$ cat config.mk
export PLATFORM = sky130hd
export DESIGN_NAME = writeback_unit
export DESIGN_NICKNAME = d
export VERILOG_FILES = /design/src/rtl/writeback_unit.sv
export SDC_FILE = /design/constraint.sdc
export NUM_CORES = 1
export LEC_CHECK = 0
export CAP_MARGIN = 5
export CORE_UTILIZATION = 40
export CTS_BUF_LIST = sky130_fd_sc_hd__clkbuf_8 sky130_fd_sc_hd__clkbuf_16
export CTS_CLUSTER_SIZE = 24
export DETAILED_ROUTE_END_ITERATION = 10
export PLACE_DENSITY = 0.76
export SYNTH_ARGS = -nofsm -noshare
export SYNTH_HDL_FRONTEND = slang
export SYNTH_SLANG_ARGS = --single-unit
$ cat constraint.sdc
create_clock -name clk -period 9.2 [get_ports clk]
set_clock_uncertainty 0.2 [all_clocks]
set_input_delay 2.3 -clock clk [delete_from_list [all_inputs] [get_ports clk]]
set_output_delay 2.3 -clock clk [all_outputs]
set_load 0.05 [all_outputs]
$ cat src/rtl/writeback_unit.sv
// Writeback stage: joins in-order exwb entries with ALU/BRU/System results, writes the
// register file, raises redirect/invalidate on taken branches or traps, and counts retirements.
module writeback_unit #(
  parameter int XLEN         = 32,
  parameter int FLUSH_CYCLES = 1,
  parameter int RETIRE_CNT_W = 64
) (
  input  logic                    clk,
  input  logic                    rst,
  // exwb entry stream
  input  logic                    exwb_tvalid,
  output logic                    exwb_tready,
  input  logic                    exwb_alu_cmd_vld,
  input  logic                    exwb_bru_cmd_vld,
  input  logic                    exwb_sys_cmd_vld,
  input  logic [4:0]              exwb_rd,
  input  logic                    exwb_rd_we,
  // ALU result
  input  logic                    alu_tvalid,
  output logic                    alu_tready,
  input  logic [XLEN-1:0]         alu_tdata,
  // BRU result {taken, target, link}
  input  logic                    bru_tvalid,
  output logic                    bru_tready,
  input  logic [2*XLEN:0]         bru_tdata,
  // System result {redirect, target, wdata}
  input  logic                    sys_tvalid,
  output logic                    sys_tready,
  input  logic [2*XLEN:0]         sys_tdata,
  // register write / forwarding {rd, we, wdata}
  output logic                    wbrf_tvalid,
  input  logic                    wbrf_tready,
  output logic [XLEN+5:0]         wbrf_tdata,
  output logic                    redirect_valid,
  output logic [XLEN-1:0]         redirect_pc,
  output logic                    invalidate,
  output logic                    retire,
  output logic [RETIRE_CNT_W-1:0] retire_cnt
);

  localparam int FCW = (FLUSH_CYCLES > 1) ? $clog2(FLUSH_CYCLES) : 1;

  typedef enum logic {ST_RUN, ST_FLUSH} state_t;

  state_t         state_q, next_state;
  logic [FCW-1:0] flush_cnt_q, flush_cnt_d;

  logic            sel_sys, sel_bru, sel_alu;
  logic            unit_ok, out_free, fire, take_redirect;
  logic [XLEN-1:0] wdata_sel, target_sel;

  // Priority sys > bru > alu; with no flag the entry is a NOP needing no unit result.
  assign sel_sys = exwb_sys_cmd_vld;
  assign sel_bru = exwb_bru_cmd_vld && !exwb_sys_cmd_vld;
  assign sel_alu = exwb_alu_cmd_vld && !exwb_bru_cmd_vld && !exwb_sys_cmd_vld;

  assign out_free = !wbrf_tvalid || wbrf_tready;

  always_comb begin
    unit_ok       = 1'b1;
    wdata_sel     = '0;
    target_sel    = '0;
    take_redirect = 1'b0;
    if (sel_sys) begin
      unit_ok       = sys_tvalid;
      wdata_sel     = sys_tdata[XLEN-1:0];
      target_sel    = sys_tdata[2*XLEN-1:XLEN];
      take_redirect = sys_tdata[2*XLEN];
    end else if (sel_bru) begin
      unit_ok       = bru_tvalid;
      wdata_sel     = bru_tdata[XLEN-1:0];
      target_sel    = bru_tdata[2*XLEN-1:XLEN];
      take_redirect = bru_tdata[2*XLEN];
    end else if (sel_alu) begin
      unit_ok   = alu_tvalid;
      wdata_sel = alu_tdata;
    end
  end

  // Next-state and handshake logic; FLUSH swallows everything offered upstream.
  always_comb begin
    next_state  = state_q;
    flush_cnt_d = flush_cnt_q;
    fire        = 1'b0;
    exwb_tready = 1'b0;
    alu_tready  = 1'b0;
    bru_tready  = 1'b0;
    sys_tready  = 1'b0;
    case (state_q)
      ST_RUN: begin
        fire        = exwb_tvalid && unit_ok && out_free;
        exwb_tready = fire;
        alu_tready  = fire && sel_alu;
        bru_tready  = fire && sel_bru;
        sys_tready  = fire && sel_sys;
        if (fire && take_redirect) begin
          next_state  = ST_FLUSH;
          flush_cnt_d = FCW'(FLUSH_CYCLES - 1);
        end
      end
      ST_FLUSH: begin
        exwb_tready = 1'b1;
        alu_tready  = 1'b1;
        bru_tready  = 1'b1;
        sys_tready  = 1'b1;
        if (flush_cnt_q == '0) next_state = ST_RUN;
        else                   flush_cnt_d = flush_cnt_q - FCW'(1);
      end
      default: next_state = ST_RUN;
    endcase
  end

  assign invalidate = (state_q == ST_FLUSH);

  always_ff @(posedge clk or posedge rst) begin
    if (rst) begin
      state_q     <= ST_RUN;
      flush_cnt_q <= '0;
    end else begin
      state_q     <= next_state;
      flush_cnt_q <= flush_cnt_d;
    end
  end

  // NOTE: all registered outputs use <= so they update together from pre-edge values.
  always_ff @(posedge clk or posedge rst) begin
    if (rst) begin
      wbrf_tvalid    <= 1'b0;
      wbrf_tdata     <= '0;
      redirect_valid <= 1'b0;
      redirect_pc    <= '0;
      retire         <= 1'b0;
      retire_cnt     <= '0;
    end else begin
      retire         <= fire;
      redirect_valid <= fire && take_redirect;
      if (fire) begin
        wbrf_tvalid <= 1'b1;
        wbrf_tdata  <= {exwb_rd, exwb_rd_we && (exwb_rd != 5'd0), wdata_sel};
        retire_cnt  <= retire_cnt + RETIRE_CNT_W'(1);
        if (take_redirect) redirect_pc <= target_sel;
      end else if (wbrf_tready) begin
        wbrf_tvalid <= 1'b0;
      end
    end
  end

endmodule

==> results of run 1 <==
worst paths after layout:
kind | to | slack [ns] | from | cells past startpoint
min | retire_cnt[63] | 0.27 | retire_cnt[63] | 1
max | exwb_tready | 1.77 | exwb_bru_cmd_vld | 8
min reg2reg | retire_cnt[63] | 0.27 | retire_cnt[63] | 1
max in group asynchronous | wbrf_tdata[28] | 5.30 | rst | 3
max reg2reg | retire_cnt[35] | 6.13 | retire_cnt[17] | 5
min in group asynchronous | retire_cnt[13] | 2.15 | rst | 2
cell families (layout without fill, tap and decap cells):
| group | Yosys count | in the layout | synth area share [%] |
|---|---|---|---|
| AO/OA/AOI/OAI | 167 | 167 | 15.1 |
| XOR/XNOR | 63 | 63 | 8.34 |
| adder cells (fa/ha/maj) | 1 | 1 | 0.187 |
| buffers and inverters | 61 | 373 | 3.51 |
| flip-flops | 138 | 138 | 51.5 |
| multiplexers | 6 | 6 | 1.01 |
| other | 0 | 2 | 0 |
| AND/OR/NAND/NOR | 271 | 271 | 20.4 |
sequential cells by signal, summed over array words and instances, names as in the netlist:
signal and count:
retire_cnt 64, wbrf_tdata 38, redirect_pc 32, invalidate 1, redirect_valid 1, retire 1, wbrf_tvalid 1
power groups by stage:
stage,combinational (uW),clock [uW],sequential (uW)
6_report,776,657,759
5_1_grt,809,690,772
4_1_cts,781,667,760
3_5_place_dp,778,0,768
3_3_place_gp,773,0,764
2_1_floorplan,136,0,1080
per-layer routing:
layer | GRT usage (%) | wire (um) | vias up
li1 | - | - | 3127
met1 | 30.9 | 8860 | 3119
met2 | 46.0 | 11800 | 300
met3 | 6.33 | 1710 | 51
met4 | 12.9 | 839 | 0
met5 | 0 | 0 | -
synth_stat cells (2+ instances only):
| master | count |
|---|---|
| mux2_2 | 6 |
| a31o_2 | 2 |
| xnor2_1 | 38 |
| nor4b_1 | 3 |
| or3_1 | 3 |
| a21oi_1 | 32 |
| or4_1 | 3 |
| nor2_1 | 45 |
| buf_2 | 5 |
| and2_1 | 3 |
| nand3_1 | 38 |
| nand2b_1 | 3 |
| clkbuf_1 | 37 |
| nor2b_1 | 4 |
| and4_1 | 3 |
| o21ai_0 | 66 |
| or4_4 | 2 |
| nand4b_1 | 3 |
| dfrtp_1 | 138 |
| buf_1 | 4 |
| nand4_1 | 19 |
| nand3b_1 | 2 |
| nand2_1 | 83 |
| xor2_1 | 24 |
| and3_1 | 18 |
| nor4_1 | 14 |
| inv_1 | 15 |
| nor3_1 | 19 |
| a22oi_1 | 64 |
through the flow:
stage	instance area (um^2)	cells	hold slack [ns]	util, %	total power [uW]
after global routing	10600	1237	0.300	66.0	2270
after floorplan	6710	707	0.554	-	1220
final	10600	1237	0.271	66.0	2190
after global placement	10100	1203	0.257	62.4	1540
after detailed placement	10100	1203	0.265	62.4	1550
after CTS	10600	1235	0.277	66.0	2210
area by class of cell:
| class | count | share of cell area, % |
|---|---|---|
| antenna | 2 | 0.0470 |
| multi-input combinational | 508 | 28.5 |
| timing repair buffer | 326 | 30.5 |
| clock inverter | 11 | 0.906 |
| sequential | 138 | 32.5 |
| inverter | 15 | 0.576 |
| clock buffer | 21 | 4.52 |
| tap | 216 | 2.54 |
==> flow_summary_export.csv, run 1 <==
group,metric,value,unit
timing,rsz0062_at_grt,"false",
grt,grt_usage,26.6,%
layout,final_cell_mix,"clkdlybuf4s50_1 (318), dfrtp_1 (138), nand2_1 (83)",
synth,yosysTopAreaCellShare,51.5,%
synth,ys_seq_area_share,51.5,%
die,dieHeight,131,um
synth,synth_ff_type,"dfrtp_1",
layout,fillers,1332,
power,internal_power,1370,uW
synth,synth_nets,886,
detailed_routing,drt_iter0_markers,426,
synth,synthArstFlopShare,100,%
layout,layout_commonest_cell,"clkdlybuf4s50_1",
timing,drv_slew,0,
detailed_routing,final_antenna_net_count,0,
timing,setup-tns-final,0,ns
detailed_routing,drcViolationCount,0,
layout,seq_area,3450,um^2
setup_path,critPathMaxFanout,36,
setup_path,crit_path_end_kind,"output port",
synth,yosys_warnings,0,
timing,slew_headroom,23.0,%
die,num_io_pins,320,
power,swShare,37.4,%
cts,cts_made_buffers,17,
timing,tightest_slew,1.15,ns
die,die_area,17300,um^2
cts,cts_resized,0,
timing,period_minus_slack,7.43,ns
setup_path,slowest_delay,0.81,ns
setup_path,cpMaxStageDelayCell,"clkdlybuf4s50_1",
synth,synth_edf_count,0,
power,p_per_area,206,nW/um^2
power,p_comb_share,35.4,%
outcome,status,"completed",
synth,synth_cells,707,
synth,synth_top_area_cell,"dfrtp_1",
power,seqPwrFrac,34.6,%
detailed_routing,dr.pass1.iters,5,
grt,grt_overflow_total,0,
cts,cts-root-buf,"clkbuf_16",
detailed_routing,finalWirelength,23.2,mm
cts,htreeDepth,4,
die,initial_core_util,41.6,%
detailed_routing,vias_per_cell,5.33,
die,die_w,131,um
cts,ctsHoldBuffers,0,
grt,antenna_found_initial,2,
setup_path,path_cells,"clkdlybuf4s50_1, buf_4, nor2b_2, buf_4, a21oi_2, nand2_1, nand2b_1, clkdlybuf4s50_1",
grt,grt_max_degree,71,
layout,drive_above_1_share,5.89,%
setup_path,cp.required,6.70,ns
power,switching_power,820,uW
min_path,holdCritPathClass,"flip-flop to flip-flop",
synth,ys_top_cells_by_area,"dfrtp_1 (51%), a22oi_1 (7.2%), xnor2_1 (5.0%)",
placement,dpl_worst_slack,1.80,ns
synth,netlist_area,6710,um^2
placement,io_buffers,319,
timing,finalWorstSetupSlack,1.77,ns
cts,clockBufferDepth,2,
cts,cts_tree,"done",
power,p_clk_share,30.0,%
run,maxCapViolations,0,
die,core-area,16100,um^2
timing,clock.fmax,135,MHz
setup_path,critPathLaunchType,"input pin",
synth,yosys_register_bits,138,
grt,grt_pass1_vias,6431,
layout,fin_nets,1185,
grt,grt_pass1_wl,35.2,mm
timing,finalCritPeriodShare,80.8,%
cts,clk_latency,0.42,ns
detailed_routing,num_vias,6597,
setup_path,arrival,4.93,ns
power,ir_drop,0.137,mV
placement,hpwl,17.5,mm
cts,cts.clk_slew.worst_paths,0.06,ns
power,p_leak,0.00445,uW
timing,hold_viol,0,
setup_path,critical_path.top_delay_family,"buffers and inverters",
layout,multi_input_area,3030,um^2
cts,post_cts_buffers,0,
layout,syn_to_final_growth,58.6,%
setup_path,worst-setup-path-type,"input pin to output port",
detailed_routing,wl_per_cell,18.8,um
synth,ys_types,40,
synth,syn_avg_cell_area,9.49,um^2
placement,gp_congestion,0.913,
cts,clkSinkCount,138,
die,rows,46,
timing,setup-violations-final,0,
setup_path,critPathBufInv,4,
Power figures use the tool's default switching activity.
==> run 2, diff against run 1 <==
==> constraint.sdc (replaced) <==
create_clock -name clk -period 7.1 [get_ports clk]
set_clock_uncertainty 0.2 [all_clocks]
set_input_delay 1.775 -clock clk [delete_from_list [all_inputs] [get_ports clk]]
set_output_delay 1.775 -clock clk [all_outputs]
set_load 0.05 [all_outputs]
==> run 2 against run 1 <==
Against the previous run:
- first-iteration DRC count increased by 28%
- die area unchanged
- critical path depth is 2 lower
- routed wire length rose by 1.3%
- clock-buffer cell count fell by 3
- flip-flop and latch count unchanged
- sequential share of layout area decreased by 0.14 points
- core utilization is 0.30 points higher
- critical path type unchanged
- largest cell class unchanged
==> flow_summary_export.csv, run 2 (synthesis gave the netlist of run 1 again) <==
group,metric,value,unit
setup_path,crit_path_end_kind,"output port",
grt,grt_usage,27.4,%
layout,registers.top_by_ff_count,"retire_cnt",
cts,clkSinkCount,138,
power,internal_power,1850,uW
grt,grt_pass1_vias,6491,
cts,cts.clk_slew.worst_paths,0.06,ns
setup_path,critPathMaxFanout,11,
layout,fin_nets,1186,
layout,fillers,1341,
setup_path,arrival,3.98,ns
cts,cts_resized,0,
outcome,status,"completed",
power,switching_power,1060,uW
placement,gp_congestion,0.901,
setup_path,r2r_end,"retire_cnt[35]",
power,p_per_area,273,nW/um^2
setup_path,critical_path.top_delay_family,"buffers and inverters",
timing,finalWorstSetupSlack,1.15,ns
setup_path,critPathLaunchType,"input pin",
setup_path,path_cells,"clkdlybuf4s50_1, nand2b_1, and3_1, nor2b_1, a31o_2, clkdlybuf4s50_1",
grt,grt_max_degree,98,
placement,hpwl,17.4,mm
timing,period_minus_slack,5.95,ns
layout,layout_commonest_cell,"clkdlybuf4s50_1",
layout,multi_input_area,3030,um^2
detailed_routing,drcViolationCount,0,
layout,top_regs,"retire_cnt x64, wbrf_tdata x38, redirect_pc x32",
timing,finalCritPeriodShare,83.9,%
power,swShare,36.4,%
placement,dpl_worst_slack,1.19,ns
run,maxCapViolations,0,
layout,largest_reg_flops,64,
setup_path,cpMaxStageDelayCell,"clkdlybuf4s50_1",
die,num_io_pins,320,
cts,htreeDepth,4,
setup_path,r2r_slack,3.99,ns
setup_path,cp.required,5.12,ns
setup_path,slowest_delay,0.79,ns
timing,setup-violations-final,0,
power,ir_drop,0.181,mV
placement,io_buffers,319,
power,p_comb_share,34.4,%
setup_path,r2r_start,"retire_cnt[18]",
detailed_routing,num_vias,6695,
power,p_clk_share,31.9,%
cts,clockBufferDepth,2,
cts,post_cts_buffers,0,
die,core-area,16100,um^2
timing,tightest_slew,1.21,ns
detailed_routing,final_antenna_net_count,0,
die,die_w,131,um
timing,setup-tns-final,0,ns
timing,rsz0062_at_grt,"false",
grt,antenna_found_initial,4,
die,rows,46,
setup_path,rr_worst_depth,5,
min_path,min-delay-start,"retire_cnt[63]",
timing,clock.fmax,168,MHz
power,seqPwrFrac,33.7,%
layout,seq_area,3450,um^2
layout,final_cell_mix,"clkdlybuf4s50_1 (317), dfrtp_1 (138), nand2_1 (83)",
die,dieHeight,131,um
setup_path,critPathMostFrequentCell,"clkdlybuf4s50_1",
grt,grt_overflow_total,0,
detailed_routing,wl_per_cell,19.0,um
setup_path,worst-setup-path-type,"input pin to output port",
setup_path,critPathBufInv,2,
timing,drv_slew,0,
detailed_routing,drt_iter0_markers,545,
detailed_routing,finalWirelength,23.5,mm
layout,drive_above_1_share,6.08,%
power,p_leak,0.00448,uW
detailed_routing,dr.pass1.iters,5,
cts,cts_made_buffers,17,
cts,clk_latency,0.42,ns
min_path,holdCritPathClass,"flip-flop to flip-flop",
timing,slew_headroom,18.6,%
cts,cts_tree,"done",
cts,ctsHoldBuffers,0,
die,initial_core_util,41.6,%
timing,hold_viol,0,
cts,cts-root-buf,"clkbuf_16",
min_path,min_to,"retire_cnt[63]",
layout,syn_to_final_growth,59.3,%
detailed_routing,vias_per_cell,5.40,
min_path,holdPathStages,1,
grt,grt_pass1_wl,36.4,mm
die,die_area,17300,um^2
[run 2: cell count changes in the layout (fill, tap and decap cells not counted)]
cell,change
buf_4,+2
bufinv_16,+3
clkbuf_8,-3
clkdlybuf4s50_1,-1
clkinv_2,+3
clkinv_4,-1
clkinvlp_4,-3
diode_2,+2
inv_1,-1
inv_6,+1
[run 2: metrics by stage]
stage / power [uW] / hold slack [ns] / utilization [%] / cell area [um^2] / std cells
2_1_floorplan: 1580 / 0.554 / - / 6710 / 707
3_3_place_gp: 1990 / 0.257 / 62.4 / 10100 / 1204
3_5_place_dp: 2000 / 0.264 / 62.4 / 10100 / 1204
4_1_cts: 2930 / 0.271 / 66.3 / 10700 / 1235
5_1_grt: 3020 / 0.281 / 66.3 / 10700 / 1239
6_report: 2920 / 0.262 / 66.3 / 10700 / 1239
[run 2: worst max-delay path by stage]
stage                           start    endpoint  slack [ns]  cells after the start
after floorplan                   rst  invalidate        1.43                      1
after global placement    wbrf_tready  alu_tready        1.20                      6
after detailed placement  wbrf_tready  bru_tready        1.19                      6
after CTS                 wbrf_tready  bru_tready        1.17                      6
after global routing       sys_tvalid  alu_tready        1.06                      6
final                     wbrf_tready  bru_tready        1.15                      6
[run 2: power groups by stage]
stage	sequential [uW]	clock (uW)	combinational [uW]
floorplan	1400	0	176
global route	998	971	1050
global placement	989	0	1000
finish	982	930	1000
detailed placement	994	0	1010
CTS	983	938	1010
[run 2: routing by layer]
layer	track usage [%]	wire length [um]	vias up
li1	-	-	3139
met1	32.3	9030	3195
met2	46.8	12000	310
met3	7.06	1690	51
met4	12.4	797	0
met5	0	0	-
[run 2: layout make-up]
type                       count  area share (%)
antenna                        4          0.0937
clock buffer                  18            4.11
clock inverter                13            1.64
inverter                      15           0.574
multi-input combinational    508            28.3
sequential                   138            32.3
tap                          216            2.53
timing repair buffer         327            30.4
